File: config.mk
export PLATFORM = sky130hd
export DESIGN_NAME = fetch_unit
export DESIGN_NICKNAME = d
export VERILOG_FILES = /design/src/rtl/fetch_unit.sv
export SDC_FILE = /design/constraint.sdc
export NUM_CORES = 1
export LEC_CHECK = 0
export ABC_CLOCK_PERIOD_IN_PS = 2400
export CORE_MARGIN = 4
export CORE_UTILIZATION = 32
export DETAILED_ROUTE_END_ITERATION = 6
export GPL_TIMING_DRIVEN = 1
export HOLD_SLACK_MARGIN = 0.06
export MAX_ROUTING_LAYER = met4
export PLACE_DENSITY = 0.65
export SYNTH_ARGS = -nofsm -noshare
export SYNTH_HDL_FRONTEND = slang
export SYNTH_SLANG_ARGS = --single-unit
File: constraint.sdc
create_clock -name clk -period 2.4 [get_ports clk]
set_clock_uncertainty 0.2 [all_clocks]
set_input_delay 0.36 -clock clk [delete_from_list [all_inputs] [get_ports clk]]
set_output_delay 0.36 -clock clk [all_outputs]
set_load 0.02 [all_outputs]
File: src/rtl/fetch_unit.sv
// fetch_unit: multi-cycle instruction fetch stage owning the PC and the imem req/ack handshake
module fetch_unit #(
  parameter logic [31:0] RESET_PC = 32'h0000_0000,
  parameter int          COUNT_W  = 32
) (
  input  logic               clk,
  input  logic               reset,
  output logic               imem_req,
  output logic [31:0]        imem_addr,
  input  logic [31:0]        imem_rdata,
  input  logic               imem_ack,
  output logic [31:0]        instr,
  output logic               instr_valid,
  input  logic               instr_ready,
  output logic [31:0]        pc,
  output logic [31:0]        pc_plus4,
  input  logic               pc_src,
  input  logic               jalr,
  input  logic [31:0]        branch_target,
  input  logic [31:0]        alu_result,
  output logic               fault,
  output logic [COUNT_W-1:0] retired
);
  typedef enum logic [1:0] {RESET_WAIT, FETCH, HOLD, FAULT} state_t;
  state_t state, state_n;
  logic [31:0] next_pc;
  logic capture, accept;
  assign pc_plus4  = pc + 32'd4;
  assign imem_addr = pc;
  assign capture   = state == FETCH && imem_ack;
  assign accept    = state == HOLD && instr_ready;
  assign next_pc   = jalr ? (alu_result & ~32'h1) : pc_src ? branch_target : pc_plus4;
  // State register; reset parks the FSM until the first clean edge
  always_ff @(posedge clk or negedge reset)
    if (!reset) state <= RESET_WAIT;
    else state <= state_n;
  // Next state and request strobe; a target with bit 1 set traps permanently
  always_comb begin
    imem_req = state == FETCH;
    state_n  = state == RESET_WAIT ? FETCH :
               capture             ? HOLD :
               accept              ? (next_pc[1] ? FAULT : FETCH) : state;
  end
  // PC, held instruction, fault flag and retire counter
  always_ff @(posedge clk or negedge reset)
    if (!reset) begin
      pc          <= RESET_PC;
      instr       <= 32'h0000_0013;
      instr_valid <= 1'b0;
      fault       <= 1'b0;
      retired     <= '0;
    end else begin
      if (capture) begin
        instr       <= imem_rdata;
        instr_valid <= 1'b1;
      end
      if (accept) begin
        retired     <= retired + COUNT_W'(1);
        instr_valid <= 1'b0;
        if (next_pc[1]) fault <= 1'b1;
        else pc <= next_pc;
      end
    end
endmodule

-- Word-level counts from Yosys, hierarchy flattened
Index checks and enable logic that the tools add are counted.
- register bits: 99
- bits of input ports: 102
- add/subtract/negate cells: 2
- equality and inequality tests: 2
- muxes and demuxes: 8
- bitwise logic cells: 1
- reductions and logical operators: 7
- operators by type and width (kind ; count):
    $mux W32 ; 2
    $add A32 B1 Y32 const B ; 1
    $add A32 B3 Y32 const B ; 1
    $mux W2 ; 4
    $reduce_and A2 Y1 ; 2
    $reduce_bool A3 Y1 ; 1
    $eq A2 B1 Y1 const B ; 1
    $eq A2 B2 Y1 const B ; 1
    $logic_and A1 B1 Y1 ; 2
    $logic_not A2 Y1 ; 1
    $mux W1 ; 2
    $reduce_bool A2 Y1 ; 1
    $not A1 Y1 ; 1

-- Depth between registers and ports, before layout
Gate-level depths: netlist (run 1).
- word-level depth: 7
- mapped depth: 8

-- Worst setup path after synthesis (run 1)
Ideal clock, no wire load.
- path kind: reg2out
- start point: register pc[11], in the netlist imem_addr[11]
- end point: output port pc_plus4[31]
- arrival time: 2122 ps
- required time: 1840 ps
- setup slack: -282 ps
- cell stages (with the launch flop): 8
- path through: dfrtp_1 > buf_2 > nand4_4 > nor4_4 > and3_1 > buf_2 > nand3_1 > xnor2_1
- longest elaborated chain between the ends: 1
- ends and longest elaborated chain (element ; RTL line ; RTL):
    start, declared ; 15 ; output logic [31:0] pc,
    start signal, assigned ; 61 ; else pc <= next_pc;
    $add A32 B3 Y32 ; 28 ; assign pc_plus4 = pc + 32'd4;
    end, declared ; 16 ; output logic [31:0] pc_plus4,
No other way between the ends.

-- Worst setup path after layout (run 1)
- start point: register pc[3], in the netlist imem_addr[3]
- end point: output port pc_plus4[20]
Same word-level chain as after synthesis.

==> run_results.csv, run 1 <==
group,metric,value,unit
clock_tree,clk_path_buf_depth,2,
logic_synthesis,yosys-top-cells-count,"dfrtp_1 (96), nand2_1 (51), xnor2_1 (41)",
logic_synthesis,synth.avg_cell_area,10.1,um2
logic_synthesis,synthTopCellsByArea,"dfrtp_1 (43%), mux2_2 (6.5%), xnor2_1 (6.5%)",
cells_and_area,nets,1003,
routing,drt_wl_total,20600,um
timing,finalCriticalPeriod,2620,ps
worst_setup_path,reg2reg_slack,20,ps
worst_setup_path,r2r_start,"imem_addr[12]$_DFFE_PN0P_",
logic_synthesis,yosysWarnings,0,
status,status,"finished with violations",
global_route,grt_max_degree,50,
clock_tree,cts_tree,"built",
worst_setup_path,critPathKind,"flip-flop to primary output",
floorplan,die_h,140,um
routing,top_layer_used,"met4",
logic_synthesis,yosys.area.top_type,"dfrtp_1",
floorplan,ios,265,
place,pre_cts_ws,-384,ps
routing,wl_met3,1120,um
clock_tree,cts-buffers-inserted,9,
global_route,gr-total-overflow,0,
floorplan,fp-row-count,47,
routing,drtPass1Iterations,5,
routing,drc_errors,0,
routing,drt_iter0_drc,286,
logic_synthesis,yosysTopAreaCellShare,43.3,%
cells_and_area,multiInputGateArea,2990,um2
min_path,hp-class,"flip-flop to flip-flop",
global_route,grt_pass1_wl,32600,um
timing,tightest_slew,739,ps
logic_synthesis,synth_simple_gate_area_share,17.8,%
logic_synthesis,yosysUniqueCellTypes,63,
cells_and_area,finish.utilization,58.4,%
worst_setup_path,cp.arrival,2060,ps
logic_synthesis,synthMuxAreaShare,6.85,%
logic_synthesis,yosysSeqAreaShare,44.7,%
worst_setup_path,worstReg2RegEnd,"imem_addr[28]$_DFFE_PN0P_",
routing,postRouteAntennaNets,0,
logic_synthesis,synth_edf_count,0,
timing,final-max-slew-violation-count,0,
floorplan,fp.coreArea,16800,um2
cells_and_area,drive_gt1_share,29.8,%
logic_synthesis,synthXorXnorAreaFrac,9.31,%
timing,worst_slack,-222,ps
routing,vias,5667,
pwr,ir_drop,0.610,mV
routing,met1Wirelength,8160,um
cells_and_area,fillers,1449,
timing,relSlewSlack,50.4,%
routing,via_per_inst,5.04,
status,failed_checks,"setup timing",
logic_synthesis,ys.flop_type,"dfrtp_1",
clock_tree,root_buffer,"clkbuf_16",
clock_tree,path_clk_slew,70,ps
routing,wire_per_inst,18.3,um
place,place_inst,1078,
cells_and_area,area_growth,77.1,%
logic_synthesis,netlist_area,5550,um2
logic_synthesis,synth_compound_area_share,13.3,%
global_route,antenna_found_initial,1,
floorplan,initial_utilization,33.0,%
timing,max_freq,0.381,GHz
logic_synthesis,synth_top_family_by_area,"simple AND/OR/NAND/NOR gates",
cells_and_area,seq_area,2490,um2
routing,route.met2.wl,10800,um
clock_tree,clk_latency,340,ps
floorplan,dieArea,19500,um2
worst_setup_path,worstSetupStartpointType,"flip-flop",
logic_synthesis,yosysMostFrequentCell,"dfrtp_1",
clock_tree,cts_htree_levels,3,
timing,final_hold_viol_count,0,
min_path,hp-start,"fault$_DFFE_PN0P_",
floorplan,die_w,140,um
cells_and_area,final_cells,1125,
logic_synthesis,postSynthCellCount,552,
place,hpwlAfterDp,15800,um
worst_setup_path,reg2reg_depth,8,
logic_synthesis,synth_adder_area_share,0.451,%
job,drv_cap,0,
timing,fin_tns_setup,-2850,ps
global_route,grt_pass1_vias,5994,
logic_synthesis,synth-async-reset-ratio,100,%
pwr,p_leak,4.34,nW
place,gp_congestion,0.849,
global_route,track_usage,21.1,%
timing,setup_viol,17,
min_path,hold_depth,1,
worst_setup_path,worst_setup_path_end_kind,"primary output",
clock_tree,cts.sinks,99,
place,io_buffers,260,
worst_setup_path,cp.required,1840,ps
timing,layout_worst_path_cycle_share,109,%
min_path,min_to,"fault$_DFFE_PN0P_",
worst_setup_path,cp_max_fo,5,
pwr,power_density,1100,nW/um2
logic_synthesis,ys_ff_latch,99,
timing,grt_setup_unrepaired,"true",
[per-layer routing]
layer / vias up / global-route usage, %
met3: 37 / 4.43
met1: 2767 / 24.5
met2: 204 / 36.6
li1: 2659 / -
met4: 0 / 6.58
met5: - / -
[layout by cell type (no fill, tap or decap), types with 15 or more instances in the layout]
cell type / n
clkdlybuf4s50_1: 231
buf_4: 130
dfrtp_1: 87
nand2_1: 44
mux2_2: 32
xnor2_1: 29
nand3_1: 28
buf_6: 25
o21ai_0: 24
nor2_1: 23
a21oi_1: 22
nand4_1: 15
[flip-flops by register name, indices dropped and copies added, names as in the netlist]
name / flops
fault: 1
retired: 32
state: 2
instr: 32
imem_addr: 31
instr_valid: 1
[cell type report]
type,instances,area share (%)
repair buffers,398,38.0
multi-input cells,383,30.4
flip-flops and latches,99,25.4
well taps,220,2.80
clock buffers,9,2.29
clock inverters,7,0.853
inverters,8,0.305
diodes,1,0.0255
[power breakdown]
group          switching (W)  total (W)  internal, W
logic                0.00334    0.00661      0.00327
clock network       0.000700    0.00153     0.000832
registers           0.000412    0.00270      0.00229
total                0.00445     0.0108      0.00638
[timing repair]
action                                 4_1_cts  5_1_grt
pin swaps                                   19       20
hold buffers                                 1        0
resized for setup                          145       39
setup buffers                               10       19
endpoints found under the hold margin       44        0
gates cloned                                 1        0
setup endpoints to repair                   28       27
[worst max-delay path: stages (launching register included)]
cell	delay, ps
dfrtp_2	400
ha_4	150
nand3_4	70
nor4_4	300
buf_6	180
buf_12	120
and3_4	200
xor2_4	150
buf_6	130
[through the flow]
| step | instance area [um2] | hold WS (ps) | total power, W |
|---|---|---|---|
| CTS | 9520 | 286 | 0.0106 |
| floorplan | 5740 | -136 | 0.00608 |
| global route | 9830 | 299 | 0.0114 |
| global placement | 9080 | 235 | 0.00902 |
| detailed placement | 9080 | 232 | 0.00911 |
| finish | 9830 | 286 | 0.0108 |
[logic make-up (layout without fill, tap and decap cells)]
kind of cell	count (synthesis)	after routing
AO/OA/AOI/OAI	106	106
buffers and inverters	72	422
multiplexers	34	34
other	1	4
flip-flops	99	99
adder cells (fa/ha/maj)	2	2
AND/OR/NAND/NOR	179	179
XOR/XNOR	59	59
[worst max-delay path by stage]
stage / slack (ps) / to / cells after the start / from
2_1_floorplan: -20 / pc_plus4[18] / 5 / imem_addr[2]$_DFFE_PN0P_
3_3_place_gp: -340 / pc_plus4[27] / 6 / imem_addr[3]$_DFFE_PN0P_
3_5_place_dp: -380 / pc_plus4[31] / 6 / imem_addr[3]$_DFFE_PN0P_
4_1_cts: -260 / pc_plus4[22] / 8 / imem_addr[9]$_DFFE_PN0P_
5_1_grt: -330 / pc_plus4[20] / 8 / imem_addr[2]$_DFFE_PN0P_
6_report: -220 / pc_plus4[20] / 8 / imem_addr[3]$_DFFE_PN0P_
No activity file was read; power rests on OpenSTA's default activity.
==> run 2, diff against run 1 <==
--- a/config.mk
+++ b/config.mk
@@ -6,8 +6,10 @@
 export NUM_CORES = 1
 export LEC_CHECK = 0
 export ABC_CLOCK_PERIOD_IN_PS = 2400
+export CAP_MARGIN = 20
 export CORE_MARGIN = 4
 export CORE_UTILIZATION = 32
+export CTS_CLUSTER_DIAMETER = 80
 export DETAILED_ROUTE_END_ITERATION = 6
 export GPL_TIMING_DRIVEN = 1
 export HOLD_SLACK_MARGIN = 0.06
==> constraint.sdc (replaced) <==
create_clock -name clk -period 2.4 [get_ports clk]
set_clock_uncertainty 0.2 [all_clocks]
set_input_delay 0.48 -clock clk [delete_from_list [all_inputs] [get_ports clk]]
set_output_delay 0.48 -clock clk [all_outputs]
set_load 0.02 [all_outputs]
==> run_results.csv, run 2 (same netlist as run 1, synthesis figures left out) <==
group,metric,value,unit
worst_setup_path,worstSetupStartpointType,"flip-flop",
status,failed_checks,"setup timing",
routing,drtPass1Iterations,5,
timing,setup_viol,22,
global_route,antenna_found_initial,1,
clock_tree,clk_latency,350,ps
min_path,hp-class,"flip-flop to flip-flop",
floorplan,dieArea,19500,um2
place,hpwlAfterDp,16700,um
worst_setup_path,worst_setup_path_end_kind,"primary output",
cells_and_area,design_area,10100,um2
floorplan,die_h,140,um
cells_and_area,final_common_cell,"clkdlybuf4s50_1",
clock_tree,clk_path_buf_depth,2,
worst_setup_path,critPathKind,"flip-flop to primary output",
timing,max_freq,0.372,GHz
routing,postRouteAntennaNets,0,
worst_setup_path,cp_slowest_cell,"dfrtp_2",
place,place_inst,1086,
cells_and_area,final_cell_mix,"clkdlybuf4s50_1 (221), buf_4 (153), dfrtp_1 (87)",
clock_tree,cts-buffers-inserted,9,
global_route,grt_pass1_vias,6059,
cells_and_area,drive_gt1_share,33.8,%
worst_setup_path,cp_max_fo,6,
routing,drt_wl_total,21800,um
cells_and_area,finish.utilization,60.3,%
clock_tree,cts_tree,"built",
pwr,power,0.0109,W
floorplan,die_w,140,um
routing,via_per_inst,5.13,
status,status,"finished with violations",
place,io_buffers,260,
clock_tree,cts_htree_levels,3,
floorplan,fp-row-count,47,
timing,layout_worst_path_cycle_share,112,%
global_route,grt_pass1_wl,33600,um
worst_setup_path,worst-path-buf-inv,3,
pwr,swShare,42.0,%
job,drv_cap,0,
floorplan,fp.coreArea,16800,um2
global_route,grt_max_degree,41,
routing,wire_per_inst,19.0,um
routing,vias,5889,
global_route,grt-busiest-layer,"met2",
pwr,p_int,0.00635,W
worst_setup_path,critical-path-top-delay-family,"simple AND/OR/NAND/NOR gates",
place,place_area,9160,um2
timing,tightest_slew,557,ps
cells_and_area,nets,1025,
routing,drc_errors,0,
worst_setup_path,cp.required,1720,ps
global_route,grtUsageMet2,36.2,%
cells_and_area,area_growth,82.7,%
routing,drt_iter0_drc,326,
pwr,p_leak,4.59,nW
clock_tree,root_buffer,"clkbuf_16",
worst_setup_path,cp.arrival,2010,ps
timing,relSlewSlack,62.9,%
timing,final_hold_viol_count,0,
worst_setup_path,crit_chain,"ha_4 -> nand3_4 -> nor4_4 -> buf_12 -> buf_8 -> nand4_4 -> xnor2_2 -> buf_6",
timing,worst_slack,-290,ps
pwr,clockPowerShare,13.3,%
pwr,power_density,1080,nW/um2
global_route,met1_usage,27.3,%
clock_tree,path_clk_slew,70,ps
clock_tree,cts.sinks,99,
global_route,track_usage,22.0,%
global_route,use_met3,4.32,%
timing,grt_setup_unrepaired,"true",
worst_setup_path,cpPeakStageDelay,390,ps
floorplan,ios,265,
cells_and_area,final_cells,1147,
timing,final-max-slew-violation-count,0,
pwr,ir_drop,0.610,mV
pwr,p_comb_share,61.8,%
timing,finalCriticalPeriod,2690,ps
global_route,gr-total-overflow,0,
place,gp_congestion,0.873,
pwr,power_frac_seq,24.9,%
pwr,p_switching,0.00459,W
floorplan,initial_utilization,33.0,%
-- run 2: cell count changes in the layout (fill, tap and decap cells not counted), moves of 3 or more --
cell and delta:
buf_4 +23, clkbuf_2 +3, clkdlybuf4s50_1 -10, dlymetal6s2s_1 +8
nand2_1 -3, nand2_2 +3, nand3_1 -3, nor3_4 +3
xor2_1 -3
-- run 2: metal layers --
layer | vias up | share of wire, %
met3 | 46 | 6.6
met4 | 0 | 2.8
li1 | 2703 | -
met1 | 2865 | 40
met5 | - | 0
met2 | 275 | 50
-- run 2: power by group through the flow --
stage	Sequential (W)	Clock, W	Combinational [W]
6_report	0.00273	0.00146	0.00676
5_1_grt	0.00281	0.00157	0.00712
4_1_cts	0.00273	0.00150	0.00663
3_5_place_dp	0.00275	0	0.00647
3_3_place_gp	0.00270	0	0.00644
2_1_floorplan	0.00360	0	0.00252
-- run 2: worst reg2reg max path, delay by kind of cell (launching register included) --
family	cells	cell delay, ps
buffers and inverters	7	970
flip-flops	1	390
AND/OR/NAND/NOR	3	600
AO/OA/AOI/OAI	2	430
-- run 2: worst paths after layout --
check	start	slack, ps	cells after the start	endpoint
max	imem_addr[2]$_DFFE_PN0P_	-290	8	pc_plus4[30]
max reg2reg	imem_addr[3]$_DFFE_PN0P_	-260	12	imem_addr[23]$_DFFE_PN0P_
min in group asynchronous	reset	460	2	imem_addr[30]$_DFFE_PN0P_
min reg2reg	retired[31]$_DFFE_PN0P_	280	1	retired[31]$_DFFE_PN0P_
min	retired[31]$_DFFE_PN0P_	280	1	retired[31]$_DFFE_PN0P_
max in group asynchronous	reset	870	3	instr[4]$_DFFE_PN1P_
-- run 2: final cells by class --
| class | instances | area [um2] |
|---|---|---|
| clock inverters | 6 | 56.3 |
| well taps | 220 | 275 |
| flip-flops and latches | 99 | 2490 |
| diodes | 1 | 2.50 |
| repair buffers | 420 | 3900 |
| clock buffers | 10 | 239 |
| multi-input cells | 383 | 3150 |
| fillers | 1442 | 6680 |
| inverters | 8 | 30.0 |
-- run 2: metrics by stage --
step / TNS (ps) / hold WS [ps] / setup slack [ps]
final: -4420 / 285 / -290
after floorplan: -788 / -15.6 / -135
after CTS: -4290 / 288 / -295
after global placement: -10030 / 261 / -464
after detailed placement: -11840 / 273 / -493
after global routing: -6390 / 297 / -380
-- run 2: timing repair --
action	CTS	global route
gates resized for setup	172	58
setup endpoints to repair	31	34
setup buffers	19	26
hold buffers	1	0
pin swaps	16	28
hold endpoints to repair	35	0
